File: src/rtl/cmd_rx_sequencer_if.sv
// Handshake bundle between the SD command layer and the CMD-line response receive sequencer.
interface cmd_rx_sequencer_if;
  logic       start;
  logic       long_resp;
  logic       abort;
  logic       cmd_in;
  logic       deser_enable;
  logic       deser_reset;
  logic       busy;
  logic       done;
  logic       timeout;
  logic       end_bit_err;
  logic [7:0] bit_count;

  modport master (
    output start, long_resp, abort, cmd_in,
    input  deser_enable, deser_reset, busy, done, timeout, end_bit_err, bit_count
  );

  modport slave (
    input  start, long_resp, abort, cmd_in,
    output deser_enable, deser_reset, busy, done, timeout, end_bit_err, bit_count
  );
endinterface

File: src/rtl/cmd_rx_sequencer.sv
// CMD-line response receive controller: waits for a start bit, frames one 48/136-bit
// response for the deserializer and checks the end bit.
module cmd_rx_sequencer #(
  parameter int SHORT_BITS = 48,
  parameter int LONG_BITS  = 136,
  parameter int TIMEOUT    = 64
) (
  input  logic               sd_clock,
  input  logic               reset,
  cmd_rx_sequencer_if.slave  rx
);

  localparam int             CW        = (TIMEOUT > 2) ? $clog2(TIMEOUT) : 1;
  localparam logic [CW-1:0]  WAIT_LAST = CW'(TIMEOUT - 1);
  localparam logic [7:0]     LEN_SHORT = 8'(SHORT_BITS);
  localparam logic [7:0]     LEN_LONG  = 8'(LONG_BITS);

  typedef enum logic [1:0] {
    S_IDLE,
    S_WAIT_START,
    S_RECEIVE,
    S_DONE
  } state_t;

  state_t          r_state;
  logic [CW-1:0]   r_wait_cnt;
  logic [7:0]      r_bit_count;
  logic [7:0]      r_frame_len;
  logic            r_end_bit_err;
  logic            r_deser_reset;
  logic            r_timeout;

  state_t          w_state_nxt;
  logic [CW-1:0]   w_wait_cnt_nxt;
  logic [7:0]      w_bit_count_nxt;
  logic [7:0]      w_frame_len_nxt;
  logic            w_end_bit_err_nxt;
  logic            w_deser_reset_nxt;
  logic            w_timeout_nxt;
  logic            w_deser_enable;

  always_ff @(posedge sd_clock or negedge reset) begin
    if (!reset) begin
      r_state       <= S_IDLE;
      r_wait_cnt    <= '0;
      r_bit_count   <= '0;
      r_frame_len   <= '0;
      r_end_bit_err <= 1'b0;
      r_deser_reset <= 1'b0;
      r_timeout     <= 1'b0;
    end else begin
      r_state       <= w_state_nxt;
      r_wait_cnt    <= w_wait_cnt_nxt;
      r_bit_count   <= w_bit_count_nxt;
      r_frame_len   <= w_frame_len_nxt;
      r_end_bit_err <= w_end_bit_err_nxt;
      r_deser_reset <= w_deser_reset_nxt;
      r_timeout     <= w_timeout_nxt;
    end
  end

  // r_deser_reset is high exactly in the first WAIT_START cycle, so it doubles as the
  // guard that keeps a low CMD line in that cycle from being taken as the start bit.
  always_comb begin
    w_state_nxt       = r_state;
    w_wait_cnt_nxt    = r_wait_cnt;
    w_bit_count_nxt   = r_bit_count;
    w_frame_len_nxt   = r_frame_len;
    w_end_bit_err_nxt = r_end_bit_err;
    w_deser_reset_nxt = 1'b0;
    w_timeout_nxt     = 1'b0;
    w_deser_enable    = 1'b0;

    if (rx.abort) begin
      w_state_nxt = S_IDLE;
    end else begin
      case (r_state)
        S_IDLE: begin
          if (rx.start) begin
            w_state_nxt       = S_WAIT_START;
            w_frame_len_nxt   = rx.long_resp ? LEN_LONG : LEN_SHORT;
            w_wait_cnt_nxt    = '0;
            w_bit_count_nxt   = '0;
            w_end_bit_err_nxt = 1'b0;
            w_deser_reset_nxt = 1'b1;
          end
        end
        S_WAIT_START: begin
          w_wait_cnt_nxt = r_wait_cnt + CW'(1);
          if (!r_deser_reset && !rx.cmd_in) begin
            w_deser_enable  = 1'b1;
            w_state_nxt     = S_RECEIVE;
            w_bit_count_nxt = 8'd1;
          end else if (r_wait_cnt == WAIT_LAST) begin
            w_state_nxt   = S_IDLE;
            w_timeout_nxt = 1'b1;
          end
        end
        S_RECEIVE: begin
          w_deser_enable = 1'b1;
          if (r_bit_count == r_frame_len - 8'd1) begin
            w_bit_count_nxt   = r_frame_len;
            w_end_bit_err_nxt = ~rx.cmd_in;
            w_state_nxt       = S_DONE;
          end else begin
            w_bit_count_nxt = r_bit_count + 8'd1;
          end
        end
        S_DONE: begin
          w_state_nxt = S_IDLE;
        end
        default: begin
          w_state_nxt = S_IDLE;
        end
      endcase
    end
  end

  assign rx.deser_enable = w_deser_enable;
  assign rx.deser_reset  = r_deser_reset;
  assign rx.busy         = (r_state != S_IDLE);
  assign rx.done         = (r_state == S_DONE);
  assign rx.timeout      = r_timeout;
  assign rx.end_bit_err  = r_end_bit_err;
  assign rx.bit_count    = r_bit_count;

endmodule

File: src/flat_wrapper.sv
// flat-port wrapper written by rule: the top's interface ports become plain ports
module cmd_rx_sequencer_flat 
#(
  parameter int SHORT_BITS = 48,
  parameter int LONG_BITS  = 136,
  parameter int TIMEOUT    = 64
)
  (sd_clock, reset, rx_start, rx_long_resp, rx_abort, rx_cmd_in, rx_deser_enable, rx_deser_reset, rx_busy, rx_done, rx_timeout, rx_end_bit_err, rx_bit_count);
  cmd_rx_sequencer_if rx_i ();
  input  logic sd_clock;
  input  logic reset;
  input wire logic [$bits(rx_i.start)-1:0] rx_start;
  input wire logic [$bits(rx_i.long_resp)-1:0] rx_long_resp;
  input wire logic [$bits(rx_i.abort)-1:0] rx_abort;
  input wire logic [$bits(rx_i.cmd_in)-1:0] rx_cmd_in;
  output wire logic [$bits(rx_i.deser_enable)-1:0] rx_deser_enable;
  output wire logic [$bits(rx_i.deser_reset)-1:0] rx_deser_reset;
  output wire logic [$bits(rx_i.busy)-1:0] rx_busy;
  output wire logic [$bits(rx_i.done)-1:0] rx_done;
  output wire logic [$bits(rx_i.timeout)-1:0] rx_timeout;
  output wire logic [$bits(rx_i.end_bit_err)-1:0] rx_end_bit_err;
  output wire logic [$bits(rx_i.bit_count)-1:0] rx_bit_count;
  assign rx_i.start = rx_start;
  assign rx_i.long_resp = rx_long_resp;
  assign rx_i.abort = rx_abort;
  assign rx_i.cmd_in = rx_cmd_in;
  assign rx_deser_enable = rx_i.deser_enable;
  assign rx_deser_reset = rx_i.deser_reset;
  assign rx_busy = rx_i.busy;
  assign rx_done = rx_i.done;
  assign rx_timeout = rx_i.timeout;
  assign rx_end_bit_err = rx_i.end_bit_err;
  assign rx_bit_count = rx_i.bit_count;
  cmd_rx_sequencer #(.SHORT_BITS(SHORT_BITS), .LONG_BITS(LONG_BITS), .TIMEOUT(TIMEOUT)) u_core (.sd_clock(sd_clock), .reset(reset), .rx(rx_i));
endmodule
File: config.mk
export PLATFORM = sky130hd
export DESIGN_NAME = cmd_rx_sequencer_flat
export DESIGN_NICKNAME = d
export VERILOG_FILES = /design/src/rtl/cmd_rx_sequencer_if.sv /design/src/rtl/cmd_rx_sequencer.sv /design/src/flat_wrapper.sv
export SDC_FILE = /design/constraint.sdc
export NUM_CORES = 1
export LEC_CHECK = 0
export CAP_MARGIN = 20
export CELL_PAD_IN_SITES_DETAIL_PLACEMENT = 0
export CELL_PAD_IN_SITES_GLOBAL_PLACEMENT = 1
export CORE_MARGIN = 2
export CORE_UTILIZATION = 48
export DETAILED_ROUTE_END_ITERATION = 8
export DONT_BUFFER_PORTS = 1
export GPL_TIMING_DRIVEN = 0
export PLACE_DENSITY_LB_ADDON = 0.15
export SETUP_SLACK_MARGIN = 0.2
export SLEW_MARGIN = 0
export SYNTH_ARGS = -nofsm -noshare
export SYNTH_HDL_FRONTEND = slang
export SYNTH_SLANG_ARGS = --single-unit
File: constraint.sdc
create_clock -name sd_clock -period 3 [get_ports sd_clock]
set_input_delay 0.15 -clock sd_clock [delete_from_list [all_inputs] [get_ports sd_clock]]
set_output_delay 0.15 -clock sd_clock [all_outputs]
set_load 0.005 [all_outputs]
Yosys cells after proc, flatten, opt, wreduce, memory -nomap -nowiden
Index checks and enable logic that the tools add are counted.
- register bits: 27
- input port bits: 6
- bitwise logic cells: 2
- reduce and logical (&&, ||, !) cells: 13
- eq/ne operators: 11
- muxes and demuxes: 26
- add/subtract/negate cells: 3
- operators with widths (cell ; count):
    $mux 8 ; 4
    $pmux 8 s3 ; 1
    $pmux 6 s2 ; 1
    $mux 1 ; 11
    $mux 2 ; 5
    $reduce_and 3->1 ; 3
    $add 8x1->8 const B ; 1
    $eq 8x8->1 ; 1
    $pmux 2 s4 ; 1
    $reduce_and 4->1 ; 2
    $sub 8x1->8 const B ; 1
    $add 6x1->6 const B ; 1
    $eq 6x6->1 const B ; 1
    $mux 6 ; 1
    $reduce_bool 2->1 ; 3
    $eq 2x2->1 const B ; 2
    $ne 2x1->1 const B ; 2
    $ne 4x2->1 const B ; 1
    $pmux 1 s2 ; 2
    $ne 3x2->1 const B ; 1
    $ne 3x3->1 const B ; 1
    $reduce_bool 3->1 ; 1
    $eq 2x1->1 const B ; 1
    $logic_not 1->1 ; 2
    4 further kinds ; 5

Logic depth before layout (Yosys ltp)
- depth after elaboration: 5
- depth in mapped cells: 8
- mapped depth without buffers: 7

Worst setup path before layout
Ideal clock, no wire load.
- kind: reg2reg
- from: reg u_core.r_frame_len[3]
- to: reg u_core.r_bit_count[7], in the netlist u_core.rx.bit_count[7]
- period minus slack after synthesis: 1.841 ns
- path buffers: 1
- arrival time: 1.707 ns
- data required time: 2.867 ns
- stages on the path, launching flop included: 9
- setup slack: 1.159 ns
- cell sequence: dfrtp_1 inv_1 ha_1 xor2_1 nor4_2 nand4_1 buf_4 a31oi_1 o32ai_1
- word-level cells in the longest chain between the ends: 4
- ends and longest elaborated chain (item ; RTL line ; RTL):
    start: declaration ; cmd_rx_sequencer.sv:28 ; logic [7:0] r_frame_len;
    start signal: assignment ; cmd_rx_sequencer.sv:55 ; r_frame_len <= w_frame_len_nxt;
    $sub 8x1->8 ; cmd_rx_sequencer.sv:101 ; if (r_bit_count == r_frame_len - 8'd1) begin
    $eq 8x8->1 ; cmd_rx_sequencer.sv:101 ;
    $mux 8 ; cmd_rx_sequencer.sv:101 ;
    $pmux 8 s3 ; cmd_rx_sequencer.sv:77 ; case (r_state)
    end signal: assignment ; cmd_rx_sequencer.sv:54 ; r_bit_count <= w_bit_count_nxt;
    end: declaration ; cmd_rx_sequencer.sv:27 ; logic [7:0] r_bit_count;
Every way passes these cells.
A chain may end at the register's enable or synchronous reset.

Final worst setup path
Ends and elaborated chain as after synthesis.

==> results.yml <==
route:
  met2_length_mm: 1.33
  wl_met3_microns: 158
  highest-signal-layer: "met4"
  remaining_drc_errors: 0
  met1Wirelength_mm: 1.33
  vias: 1056
  drtIter0Drc: 25
  wire_per_inst_microns: 15.5
  totalWireLength_mm: 2.83
  drtAntennaViolNets: 0
  viasPerCell: 5.77
  detail_route.first_pass.iterations: 4
layout:
  fin_nets: 169
  layout_commonest_cell: "dfrtp_1"
  drive_above_1_share_pct: 5.23
  antenna_cells: 0
  fillers: 253
  final_cell_mix: "dfrtp_1 (21), nor2_1 (13), nand2_1 (13), inv_1 (12), o21ai_0 (12)"
  syn2layout_area_growth_pct: 6.55
critical_path:
  critical_path_peak_fanout: 10
  worstPathRequired_ps: 3180
  r2r_start: "u_core.r_frame_len[3]"
  r2r_slack_ps: 790
  startpoint: "u_core.r_frame_len[3]"
  rr_worst_depth: 8
  end_kind: "register"
  cp.arrival_ps: 2390
  critPathKind: "reg2reg"
  crit_path_end: "u_core.rx.bit_count[7]"
  rr_endpoint: "u_core.rx.bit_count[7]"
  cp-start-kind: "register"
job:
  maxCapViolCount: 0
clock_tree:
  htree_levels: 1
  postCtsSetupRepairBufs: 0
  cts_buffers: 3
  cts_tree: "yes"
  cts.clk_slew.worst_paths_ps: 130
  worstSkewPairLatency_ps: 300
  clk_path_buf_depth: 2
  cts.sinks: 21
  cts_root_buffer: "clkbuf_4"
timing:
  hold_viol_final: 0
  fin_crit_ps: 2210
  finalSetupViolCount: 0
  setup_ws_ps: 794
  clock.fmax_mhz: 453
  max-slew-margin-rel_pct: 33.4
  grt_setup_unrepaired: "no"
  setup_tns_ps: 0
  fin_skew_ps: 3.24
  fin_crit_sh_pct: 73.5
  slew_viol_final: 0
  worst_slew_pin_slew_ps: 996
synth:
  ys_types: 34
  synth_top_area_share_pct: 40.5
  async_flop_share_pct: 100
  ys_warn_count: 0
  seq_area_frac_synth_pct: 40.5
  synth_enable_flop_cells: 0
  avgSynthCellArea_sq_um: 8.84
  synthFlopType: "dfrtp_1"
  synth_nets: 162
  synthCells: 147
  yosys.area.top_type: "dfrtp_1"
  syn_area_sq_um: 1300
  netlist_top_cells_area: "dfrtp_1 (40%), ha_1 (8.7%), o21ai_0 (4.6%), mux2i_1 (3.9%), nand2_1 (3.8%)"
  ys_ff_latch: 21
floorplanning:
  initial_core_util_pct: 51.5
  dieArea_sq_um: 3140
  io_pins: 20
  rows: 18
  core_area_sq_um: 2520
  die_w_microns: 56.0
  fp.dieH_microns: 56.0
placed_design:
  dp_hpwl_mm: 2.11
  io_buffers: 0
  gp_congestion: 0.779
  dp_slack_ps: 820
pwr:
  powerDensity_nw_per_um2: 632
  power.total_mw: 0.875
  peakVddDrop_mv: 0.433
  leakagePower_nw: 0.647
hold_path:
  hold_path_class: "in2reg"
grt:
  grt_max_degree: 22
  antenna_found_initial: 0
  track_usage_pct: 19.2
  grt_pass1_vias: 1049
  grt_pass1_wl_mm: 4.81
  grt_overflow: 0
status:
  run_status: "finished clean"
[cells in the mapped netlist, types with 3 or more instances]
cell	instances
dfrtp_1	21
xnor2_1	4
a31oi_1	5
nand3_1	6
nor2_1	13
nand2b_1	5
ha_1	9
nor3_1	5
o22ai_1	3
clkbuf_1	3
o21ai_0	12
a21o_1	3
mux2i_1	5
a211oi_1	3
or3_1	3
nand2_1	13
inv_1	12
[through the flow]
step	instance area, sq um	hold WS [ps]	instances	util, %
5_1_grt	1380	91.3	183	54.9
6_report	1380	77.4	183	54.9
3_3_place_gp	1340	-145	177	53.0
2_1_floorplan	1300	-146	147	-
3_5_place_dp	1340	-145	177	53.0
4_1_cts	1380	67.0	183	54.9
[how the worst min path moves through the flow]
stage,from,slack (ps),end,cells after the start
floorplan,reset,-150,u_core.r_frame_len[3],0
finish,rx_start,80,u_core.rx.deser_reset,2
detailed placement,reset,-150,u_core.rx.bit_count[2],0
CTS,rx_start,70,u_core.rx.deser_reset,2
global placement,reset,-150,u_core.rx.bit_count[2],0
global route,rx_start,90,u_core.rx.deser_reset,2
[critical path: stages, from the launching register on]
cell and delay [ps]:
dfrtp_1 480, inv_1 120, ha_1 220, xor2_1 150
nor4_2 330, nand4_1 260, buf_4 260, a31oi_1 170
o32ai_1 110
[flip-flops by register name, indices dropped and copies added, names as in the netlist]
| signal | count |
|---|---|
| u_core.rx.end_bit_err | 1 |
| u_core.rx.timeout | 1 |
| u_core.r_frame_len | 2 |
| u_core.r_wait_cnt | 6 |
| u_core.rx.deser_reset | 1 |
| u_core.r_state | 2 |
| u_core.rx.bit_count | 8 |
[cell families (layout without fill, tap and decap cells)]
family / after synthesis / count (layout) / synth area share [%]
and+or+nand+nor: 54 / 54 / 20.6
AOI/OAI and AO/OA: 34 / 34 / 16.2
DFF: 21 / 21 / 40.5
buffers and inverters: 17 / 23 / 5.30
adders and majority gates: 9 / 9 / 8.67
xor gates and xnor gates: 6 / 6 / 4.05
muxes: 6 / 6 / 4.72
[where the power goes]
group	switching [mW]	internal (mW)	leakage, nW
clock network	0.0903	0.0496	0.0177
logic	0.212	0.137	0.345
registers	0.0569	0.329	0.284
total	0.360	0.515	0.647
[metal layers]
metal,track usage [%],vias up
met5,0,-
met4,4.08,0
met3,3.95,2
met2,31.6,31
met1,26.0,494
li1,-,529
[repair_timing]
action | 4_1_cts | 5_1_grt
gates resized for setup | 0 | 0
hold endpoints to repair | 23 | 0
hold buffers | 2 | 0
[cell type report]
class	instances	area, sq um	share of cell area, %
Tap cell	30	37.5	2.71
Multi-Input combinational cell	109	704	50.9
Buffer	5	23.8	1.72
Inverter	12	45.0	3.25
Clock buffer	3	22.5	1.63
Sequential cell	21	526	38.0
Clock inverter	1	5.00	0.362
Timing Repair Buffer	2	20.0	1.45
No activity file was read; power rests on OpenSTA's default activity.
